**config.mk**
```make
export PLATFORM = sky130hd
export DESIGN_NAME = mul_pipe_n_flat
export DESIGN_NICKNAME = d
export VERILOG_FILES = /design/src/rtl/mul_pipe_n_pkg.sv /design/src/rtl/mul_pipe_n_if.sv /design/src/rtl/mul_pipe_n_chk.sv /design/src/rtl/mul_pipe_n_core.sv /design/src/rtl/mul_pipe_n.sv /design/src/flat_wrapper.sv
export SDC_FILE = /design/constraint.sdc
export NUM_CORES = 2
export LEC_CHECK = 0
export ABC_AREA = 1
export BUFFER_PORTS_ARGS = -buffer_cell sky130_fd_sc_hd__buf_2
export CAP_MARGIN = 0
export CORE_MARGIN = 2
export CORE_UTILIZATION = 62
export DETAILED_ROUTE_END_ITERATION = 7
export PLACE_DENSITY = 0.9
export RECOVER_POWER = 25
export SKIP_LAST_GASP = 1
export SLEW_MARGIN = 20
export SYNTH_ARGS = -nofsm -noshare
export SYNTH_HDL_FRONTEND = slang
export SYNTH_SLANG_ARGS = --single-unit
export TNS_END_PERCENT = 10
```
**constraint.sdc**
```tcl
create_clock -name clk -period 12.6 [get_ports clk]
set_clock_uncertainty 0.1 [all_clocks]
set_input_delay 2.52 -clock clk [delete_from_list [all_inputs] [get_ports clk]]
set_output_delay 2.52 -clock clk [all_outputs]
set_load 0.01 [all_outputs]
```
**src/rtl/mul_pipe_n_pkg.sv**
```systemverilog
// Shared types and helpers for the parametrised RV32M/RV64M multiply pipeline.
// Operation encoding and the default configuration used by decode.
package mul_pipe_n_pkg;

   localparam int DEF_XLEN   = 32;
   localparam int DEF_STAGES = 4;
   localparam int DEF_TAG_W  = 5;
   localparam int DEF_ID_W   = 8;

   typedef enum logic [1:0] {
      MUL_OP_MUL    = 2'd0,
      MUL_OP_MULH   = 2'd1,
      MUL_OP_MULHSU = 2'd2,
      MUL_OP_MULHU  = 2'd3
   } mul_op_t;

   // Request record as issued by decode in the default configuration.
   typedef struct packed {
      mul_op_t               op;
      logic [DEF_XLEN-1:0]   a;
      logic [DEF_XLEN-1:0]   b;
      logic [DEF_TAG_W-1:0]  rd;
      logic                  wen;
      logic [DEF_ID_W-1:0]   id;
   } mul_req_t;

   function automatic logic op_a_signed(input mul_op_t op);
      logic r_sgn;
      case (op)
         MUL_OP_MULH, MUL_OP_MULHSU: r_sgn = 1'b1;
         default:                    r_sgn = 1'b0;
      endcase
      return r_sgn;
   endfunction

   function automatic logic op_b_signed(input mul_op_t op);
      logic r_sgn;
      case (op)
         MUL_OP_MULH: r_sgn = 1'b1;
         default:     r_sgn = 1'b0;
      endcase
      return r_sgn;
   endfunction

   function automatic logic op_high_half(input mul_op_t op);
      logic r_hi;
      case (op)
         MUL_OP_MUL: r_hi = 1'b0;
         default:    r_hi = 1'b1;
      endcase
      return r_hi;
   endfunction

endpackage

```
**src/rtl/mul_pipe_n_if.sv**
```systemverilog
// Issue/retire handshake bundle of the multiply pipeline, plus the busy-register vector.
// master = decode/consumer side, slave = the pipeline itself.
interface mul_pipe_n_if
   import mul_pipe_n_pkg::*;
#(
   parameter int XLEN  = DEF_XLEN,
   parameter int TAG_W = DEF_TAG_W,
   parameter int ID_W  = DEF_ID_W
);
   logic                    in_valid;
   logic                    in_ready;
   mul_op_t                 in_op;
   logic [XLEN-1:0]         in_a;
   logic [XLEN-1:0]         in_b;
   logic [TAG_W-1:0]        in_rd;
   logic                    in_wen;
   logic [ID_W-1:0]         in_id;
   logic                    flush;
   logic                    out_valid;
   logic                    out_ready;
   logic [XLEN-1:0]         out_result;
   logic [TAG_W-1:0]        out_rd;
   logic                    out_wen;
   logic [ID_W-1:0]         out_id;
   logic [(2**TAG_W)-1:0]   rd_busy;

   modport master (
      output in_valid, in_op, in_a, in_b, in_rd, in_wen, in_id, flush, out_ready,
      input  in_ready, out_valid, out_result, out_rd, out_wen, out_id, rd_busy
   );

   modport slave (
      input  in_valid, in_op, in_a, in_b, in_rd, in_wen, in_id, flush, out_ready,
      output in_ready, out_valid, out_result, out_rd, out_wen, out_id, rd_busy
   );
endinterface

```
**src/rtl/mul_pipe_n_chk.sv**
```systemverilog
// Handshake invariants of the multiply pipeline: held output payload stays stable,
// and a completely full, stalled pipe never advertises ready.
module mul_pipe_n_chk #(
   parameter int XLEN   = 32,
   parameter int STAGES = 4,
   parameter int TAG_W  = 5,
   parameter int ID_W   = 8
) (
   input logic               clk,
   input logic               rst,
   input logic [STAGES-1:0]  valid,
   input logic               in_ready,
   input logic               flush,
   input logic               out_valid,
   input logic               out_ready,
   input logic [XLEN-1:0]    out_result,
   input logic [TAG_W-1:0]   out_rd,
   input logic               out_wen,
   input logic [ID_W-1:0]    out_id
);
   a_hold_stable: assert property (@(posedge clk) disable iff (!rst)
      (out_valid && !out_ready && !flush) |=>
         ($stable(out_result) && $stable(out_rd) && $stable(out_wen) && $stable(out_id)));

   a_full_not_ready: assert property (@(posedge clk) disable iff (!rst)
      !((&valid) && !out_ready && in_ready));
endmodule

```
**src/rtl/mul_pipe_n_core.sv**
```systemverilog
// Combinational signed/unsigned multiplier with product-half select.
// Operands are sign- or zero-extended to the full product width so one unsigned multiply covers all four ops.
module mul_pipe_n_core
   import mul_pipe_n_pkg::*;
#(
   parameter int XLEN = DEF_XLEN
) (
   input  mul_op_t          i_op,
   input  logic [XLEN-1:0]  i_a,
   input  logic [XLEN-1:0]  i_b,
   output logic [XLEN-1:0]  o_result
);
   logic                   w_a_sx;
   logic                   w_b_sx;
   logic [2*XLEN-1:0]      w_a_wide;
   logic [2*XLEN-1:0]      w_b_wide;
   logic [2*XLEN-1:0]      w_prod;

   assign w_a_sx   = op_a_signed(i_op) & i_a[XLEN-1];
   assign w_b_sx   = op_b_signed(i_op) & i_b[XLEN-1];
   assign w_a_wide = {{XLEN{w_a_sx}}, i_a};
   assign w_b_wide = {{XLEN{w_b_sx}}, i_b};
   assign w_prod   = w_a_wide * w_b_wide;

   // product half selection
   always_comb begin
      o_result = w_prod[XLEN-1:0];
      if (op_high_half(i_op)) begin
         o_result = w_prod[2*XLEN-1:XLEN];
      end else begin
         o_result = w_prod[XLEN-1:0];
      end
   end
endmodule

```
**src/rtl/mul_pipe_n.sv**
```systemverilog
// Parametrised multiply pipeline: product formed at stage 0, carried through STAGES
// registers with per-stage back-pressure, bubble collapse, flush and a busy-register scoreboard.
module mul_pipe_n
   import mul_pipe_n_pkg::*;
#(
   parameter int XLEN   = DEF_XLEN,
   parameter int STAGES = DEF_STAGES,
   parameter int TAG_W  = DEF_TAG_W,
   parameter int ID_W   = DEF_ID_W
) (
   input logic            clk,
   input logic            rst,
   mul_pipe_n_if.slave    bus
);
   localparam int NREG = 2**TAG_W;

   typedef struct packed {
      logic [XLEN-1:0]   res;
      logic [TAG_W-1:0]  rd;
      logic              wen;
      logic [ID_W-1:0]   id;
   } stage_t;

   logic [STAGES-1:0]  r_valid;
   stage_t             r_pay [STAGES];
   logic [STAGES-1:0]  w_adv;
   logic [STAGES-1:0]  w_src_valid;
   stage_t             w_src_pay [STAGES];
   logic [XLEN-1:0]    w_product;
   logic               w_accept;
   logic [NREG-1:0]    w_busy;

   mul_pipe_n_core #(.XLEN(XLEN)) u_core (
      .i_op     (bus.in_op),
      .i_a      (bus.in_a),
      .i_b      (bus.in_b),
      .o_result (w_product)
   );

   // A slot may load when it is empty or its occupant moves on; this chain is combinational end to end.
   always_comb begin
      w_adv = '0;
      w_adv[STAGES-1] = ~r_valid[STAGES-1] | bus.out_ready;
      for (int i = STAGES - 2; i >= 0; i--) begin
         w_adv[i] = ~r_valid[i] | w_adv[i+1];
      end
   end

   assign w_accept = bus.in_valid & w_adv[0] & ~bus.flush;

   for (genvar g = 0; g < STAGES; g++) begin : g_stage
      if (g == 0) begin : g_head
         assign w_src_valid[g] = w_accept;
         assign w_src_pay[g]   = '{res: w_product, rd: bus.in_rd, wen: bus.in_wen, id: bus.in_id};
      end else begin : g_body
         assign w_src_valid[g] = r_valid[g-1];
         assign w_src_pay[g]   = r_pay[g-1];
      end
   end

   // stage occupancy; flush empties every slot at once
   always_ff @(posedge clk or negedge rst) begin
      if (!rst) begin
         r_valid <= '0;
      end else if (bus.flush) begin
         r_valid <= '0;
      end else begin
         for (int i = 0; i < STAGES; i++) begin
            if (w_adv[i]) begin
               r_valid[i] <= w_src_valid[i];
            end
         end
      end
   end

   // stage payload, loaded only with real ops and deliberately left unreset
   always_ff @(posedge clk) begin
      for (int i = 0; i < STAGES; i++) begin
         if (w_adv[i] && w_src_valid[i]) begin
            r_pay[i] <= w_src_pay[i];
         end
      end
   end

   // one-hot OR of every pending destination; x0 is reported and masked by decode
   always_comb begin
      w_busy = '0;
      for (int i = 0; i < STAGES; i++) begin
         w_busy = w_busy | (NREG'(r_valid[i] & r_pay[i].wen) << r_pay[i].rd);
      end
   end

   assign bus.in_ready   = w_adv[0];
   assign bus.out_valid  = r_valid[STAGES-1] & ~bus.flush;
   assign bus.out_result = r_pay[STAGES-1].res;
   assign bus.out_rd     = r_pay[STAGES-1].rd;
   assign bus.out_wen    = r_pay[STAGES-1].wen;
   assign bus.out_id     = r_pay[STAGES-1].id;
   assign bus.rd_busy    = w_busy;

   mul_pipe_n_chk #(.XLEN(XLEN), .STAGES(STAGES), .TAG_W(TAG_W), .ID_W(ID_W)) u_chk (
      .clk        (clk),
      .rst        (rst),
      .valid      (r_valid),
      .in_ready   (bus.in_ready),
      .flush      (bus.flush),
      .out_valid  (bus.out_valid),
      .out_ready  (bus.out_ready),
      .out_result (bus.out_result),
      .out_rd     (bus.out_rd),
      .out_wen    (bus.out_wen),
      .out_id     (bus.out_id)
   );
endmodule

```
**src/flat_wrapper.sv**
```systemverilog
// flat-port wrapper written by rule: the top's interface ports become plain ports
module mul_pipe_n_flat import mul_pipe_n_pkg::*;
#(
   parameter int XLEN   = DEF_XLEN,
   parameter int STAGES = DEF_STAGES,
   parameter int TAG_W  = DEF_TAG_W,
   parameter int ID_W   = DEF_ID_W
)
  (clk, rst, bus_in_valid, bus_in_op, bus_in_a, bus_in_b, bus_in_rd, bus_in_wen, bus_in_id, bus_flush, bus_out_ready, bus_in_ready, bus_out_valid, bus_out_result, bus_out_rd, bus_out_wen, bus_out_id, bus_rd_busy);
  mul_pipe_n_if #(.XLEN(XLEN), .TAG_W(TAG_W), .ID_W(ID_W)) bus_i ();
  input logic clk;
  input logic rst;
  input wire logic [$bits(bus_i.in_valid)-1:0] bus_in_valid;
  input wire logic [$bits(bus_i.in_op)-1:0] bus_in_op;
  input wire logic [$bits(bus_i.in_a)-1:0] bus_in_a;
  input wire logic [$bits(bus_i.in_b)-1:0] bus_in_b;
  input wire logic [$bits(bus_i.in_rd)-1:0] bus_in_rd;
  input wire logic [$bits(bus_i.in_wen)-1:0] bus_in_wen;
  input wire logic [$bits(bus_i.in_id)-1:0] bus_in_id;
  input wire logic [$bits(bus_i.flush)-1:0] bus_flush;
  input wire logic [$bits(bus_i.out_ready)-1:0] bus_out_ready;
  output wire logic [$bits(bus_i.in_ready)-1:0] bus_in_ready;
  output wire logic [$bits(bus_i.out_valid)-1:0] bus_out_valid;
  output wire logic [$bits(bus_i.out_result)-1:0] bus_out_result;
  output wire logic [$bits(bus_i.out_rd)-1:0] bus_out_rd;
  output wire logic [$bits(bus_i.out_wen)-1:0] bus_out_wen;
  output wire logic [$bits(bus_i.out_id)-1:0] bus_out_id;
  output wire logic [$bits(bus_i.rd_busy)-1:0] bus_rd_busy;
  assign bus_i.in_valid = bus_in_valid;
  assign bus_i.in_op = bus_in_op;
  assign bus_i.in_a = bus_in_a;
  assign bus_i.in_b = bus_in_b;
  assign bus_i.in_rd = bus_in_rd;
  assign bus_i.in_wen = bus_in_wen;
  assign bus_i.in_id = bus_in_id;
  assign bus_i.flush = bus_flush;
  assign bus_i.out_ready = bus_out_ready;
  assign bus_in_ready = bus_i.in_ready;
  assign bus_out_valid = bus_i.out_valid;
  assign bus_out_result = bus_i.out_result;
  assign bus_out_rd = bus_i.out_rd;
  assign bus_out_wen = bus_i.out_wen;
  assign bus_out_id = bus_i.out_id;
  assign bus_rd_busy = bus_i.rd_busy;
  mul_pipe_n #(.XLEN(XLEN), .STAGES(STAGES), .TAG_W(TAG_W), .ID_W(ID_W)) u_core (.clk(clk), .rst(rst), .bus(bus_i));
endmodule
```
==> run summary <==
Number of warning messages in the yosys log = 0
Average cell area after synthesis = 8.467 µm²
Share of final-layout standard cells stronger than drive strength 1 = 5.222%
Maximum number of pins on one net before global-route repair = 47
Launching point of the worst reg2reg path = u_core.r_valid[3]
Run status = completed
Source of the critical timing path = bus_in_a[31]
Clock network latency to the later pin of the worst-skew pair = 0.45 ns
End point of the critical path = u_core.r_pay[0][36]
Floorplan die area = 0.07827 mm²
Count of input and output buffers = 164
Routed met3 length = 18.55 mm
CTS tree = built
Leading cell types in the layout, fill and taps excluded = sky130_fd_sc_hd__inv_1, sky130_fd_sc_hd__nand2_1, sky130_fd_sc_hd__fa_1
Multiplexer area fraction after synthesis = 0%
Final Hold Slack = 0.3044 ns
Worst slew margin relative to its limit = 20.69%
Endpoint class of the critical path = register
Per-cell routed wire length = 21.81 µm
Cell total after placement = 6442
Root buffer cell = sky130_fd_sc_hd__clkbuf_16
Vias post-DR = 37840
Wire length on met1 = 46.78 mm
Filler Cell Count = 5734
Average vias per placed instance = 5.841
Number of maximum-capacitance constraint violations = 0
Reg-to-Reg End = u_core.r_pay[0][33]
Met2 wirelength from detailed routing = 65.70 mm
Synth cell types = 42
Primary FF master, synth = sky130_fd_sc_hd__edfxtp_1
Die span in y = 279.8 µm
Setup slack on the worst flop-to-flop path = 10.11 ns
Drc violations = 0
Worst Path Class, Setup = primary input to register
Post-synthesis cell area = 0.04715 mm²
Final HPWL from detailed placement = 113.4 mm
Antenna violations before repair = 6
Clock transition at the registers of the reported paths = 0.08 ns
Max Fclk = 0.08884 GHz
Final hold violation count = 0
Layout Nets = 6907
Path category of the worst min-delay check = register to register
Delay contributed by the slowest stage of the critical path = 0.90 ns
Via count of the first global-routing pass = 42120
Final RePlAce weighted congestion = 1.044
CTS HTree Levels = 4
Share of synthesized area occupied by flip-flops and latches = 11.93%
Share of flip-flops with an asynchronous set or reset after synthesis = 2.128%
Cell mode on critical path = sky130_fd_sc_hd__inv_1
Adder and majority gate portion of the synthesized area = 53.44%
Xor-xnor portion of the synthesized cell area = 0.3529%
Worst endpoint required time = 12.69 ns
TNS Setup = 0 ns
CTS max path bufs = 2
First-pass detailed-route iteration total = 7
Die Wd = 279.8 µm
Core region area = 0.07557 mm²
RSZ-0062 raised after global routing = no
Count of cells along the worst register-to-register path = 10
PostCTS Resize Cnt = 0
Compound-Gate Fraction of Synth Area = 2.929%
Area growth from synthesis to layout = 3.810%
Setup WS pre-CTS = 1.083 ns
Critical-path maximum fanout = 34
Post-CTS Setup Inserts = 0
Final ANT Viol Nets = 0
All-layer global routing usage = 37.62%
Count of endpoints failing setup in the final report = 0
Gate count after technology mapping = 5569
Final cell count without fillers = 6478
Fin crit share = 89.33%
Critical Path Source Type = primary input
CP max stage cell = sky130_fd_sc_hd__fa_1
Row Count = 101
Max-slew violation count = 0
Arrival time reported for the critical path endpoint = 11.34 ns
CTS Hold Buffers Added = 0
Remaining Overflow, GRT = 0
Number of synthesized flops with an enable pin = 184
Most common library cell in the layout ignoring fill and taps = sky130_fd_sc_hd__inv_1
Clock Sinks = 188
Least setup slack across all paths after layout = 1.344 ns
First-pass GRT wire length = 224.7 mm
Number of buffers created by CTS = 17
Synthesized netlist net count = 6993
Shortest clock period the worst path allows after layout = 11.26 ns
Count of state elements after synthesis = 188
Worst-Margin Slew = 1.186 ns
Starting Density = 62.40%
Highest layer used for signal routing = met5
DRC violation total after the first TritonRoute iteration = 4002
Simple-Gate Fraction of Synth Area = 15.94%
Number of primary I/O pins = 165
Post-Route WL = 141.3 mm
Main combinational cell family by area after synthesis = adder cells
layer usage:
metal  GRT usage [%]  vias to the layer above
met5               0                        -
met1           45.53                    18500
met4           23.27                        6
met2           60.84                     2878
li1                -                    15700
met3           9.533                      759
critical path: cells and delay by family:
| kind | cells | cell delay, ns |
|---|---|---|
| adder cells (fa/ha/maj) | 9 | 4.77 |
| buffers and inverters | 11 | 2.35 |
| AND/OR/NAND/NOR | 11 | 1.66 |
cells by family (layout without fill, tap and decap cells):
logic type,Yosys count,count (layout)
simple gates,1842,1842
compound gates,248,248
flops,188,188
other cells,0,4
xor+xnor,19,19
fa+ha+maj,1339,1339
buf+inv,1933,1860
cell usage after synthesis, types with 3 or more instances:
cell,count,area (µm²)
sky130_fd_sc_hd__inv_1,1628,6111
sky130_fd_sc_hd__nand2_1,1346,5052
sky130_fd_sc_hd__fa_1,1125,22520
sky130_fd_sc_hd__clkbuf_1,290,1089
sky130_fd_sc_hd__nor2_1,226,848.3
sky130_fd_sc_hd__ha_1,214,2678
sky130_fd_sc_hd__edfxtp_1,184,5525
sky130_fd_sc_hd__nand4_1,128,800.8
sky130_fd_sc_hd__a21oi_1,100,500.5
sky130_fd_sc_hd__o21ai_0,80,400.4
sky130_fd_sc_hd__nand3_1,78,390.4
sky130_fd_sc_hd__nor2_2,18,112.6
sky130_fd_sc_hd__o21ai_1,16,80.08
sky130_fd_sc_hd__xor2_1,16,140.1
sky130_fd_sc_hd__o22ai_1,12,75.07
sky130_fd_sc_hd__nor3_1,11,55.05
sky130_fd_sc_hd__nand2_2,10,62.56
sky130_fd_sc_hd__inv_2,9,33.78
sky130_fd_sc_hd__o21bai_1,9,67.56
sky130_fd_sc_hd__or2_2,8,50.05
sky130_fd_sc_hd__a21o_1,6,45.04
sky130_fd_sc_hd__nand3_2,6,60.06
sky130_fd_sc_hd__o21a_1,5,37.54
sky130_fd_sc_hd__a21oi_2,4,35.03
sky130_fd_sc_hd__dfrtp_1,4,100.1
sky130_fd_sc_hd__o221ai_1,4,35.03
sky130_fd_sc_hd__o22a_1,4,35.03
sky130_fd_sc_hd__a31oi_1,3,18.77
sky130_fd_sc_hd__nand3b_1,3,22.52
sky130_fd_sc_hd__xnor2_1,3,26.28
state kept, by name, summed over array words and instances (netlist names):
name            count
u_core.r_pay      184
u_core.r_valid      4
metrics by stage:
step	instance area, µm²	util (%)
2_1_floorplan	47150	-
3_3_place_gp	48290	63.90
3_5_place_dp	48290	63.90
4_1_cts	48940	64.76
5_1_grt	48940	64.76
6_report	48950	64.77
cell type report:
type                            count  area (µm²)  share of cell area [%]
Inverter                         1637        6145                   12.55
Clock inverter                     15       222.7                  0.4550
Sequential cell                   188        5625                   11.49
Timing Repair Buffer              191        1023                   2.091
Multi-Input combinational cell   3448       34270                   70.02
Antenna cell                        4       10.01                 0.02045
Clock buffer                       17       425.4                  0.8691
Tap cell                          978        1224                   2.500
worst min-delay path by stage:
| stage | from | end | slack, ns | cells after the start |
|---|---|---|---|---|
| 2_1_floorplan | u_core.r_pay[0][0] | u_core.r_pay[1][0] | 0.30 | 0 |
| 3_3_place_gp | u_core.r_pay[1][1] | u_core.r_pay[2][1] | 0.30 | 0 |
| 3_5_place_dp | u_core.r_pay[1][29] | u_core.r_pay[2][29] | 0.30 | 0 |
| 4_1_cts | u_core.r_pay[2][30] | u_core.r_pay[3][30] | 0.31 | 0 |
| 5_1_grt | u_core.r_pay[0][24] | u_core.r_pay[1][24] | 0.32 | 0 |
| 6_report | u_core.r_pay[2][30] | u_core.r_pay[3][30] | 0.30 | 0 |
Power is left out: the tool's default activity adds up to more than one toggle a clock period on the data nets, which glitch-free logic cannot reach.
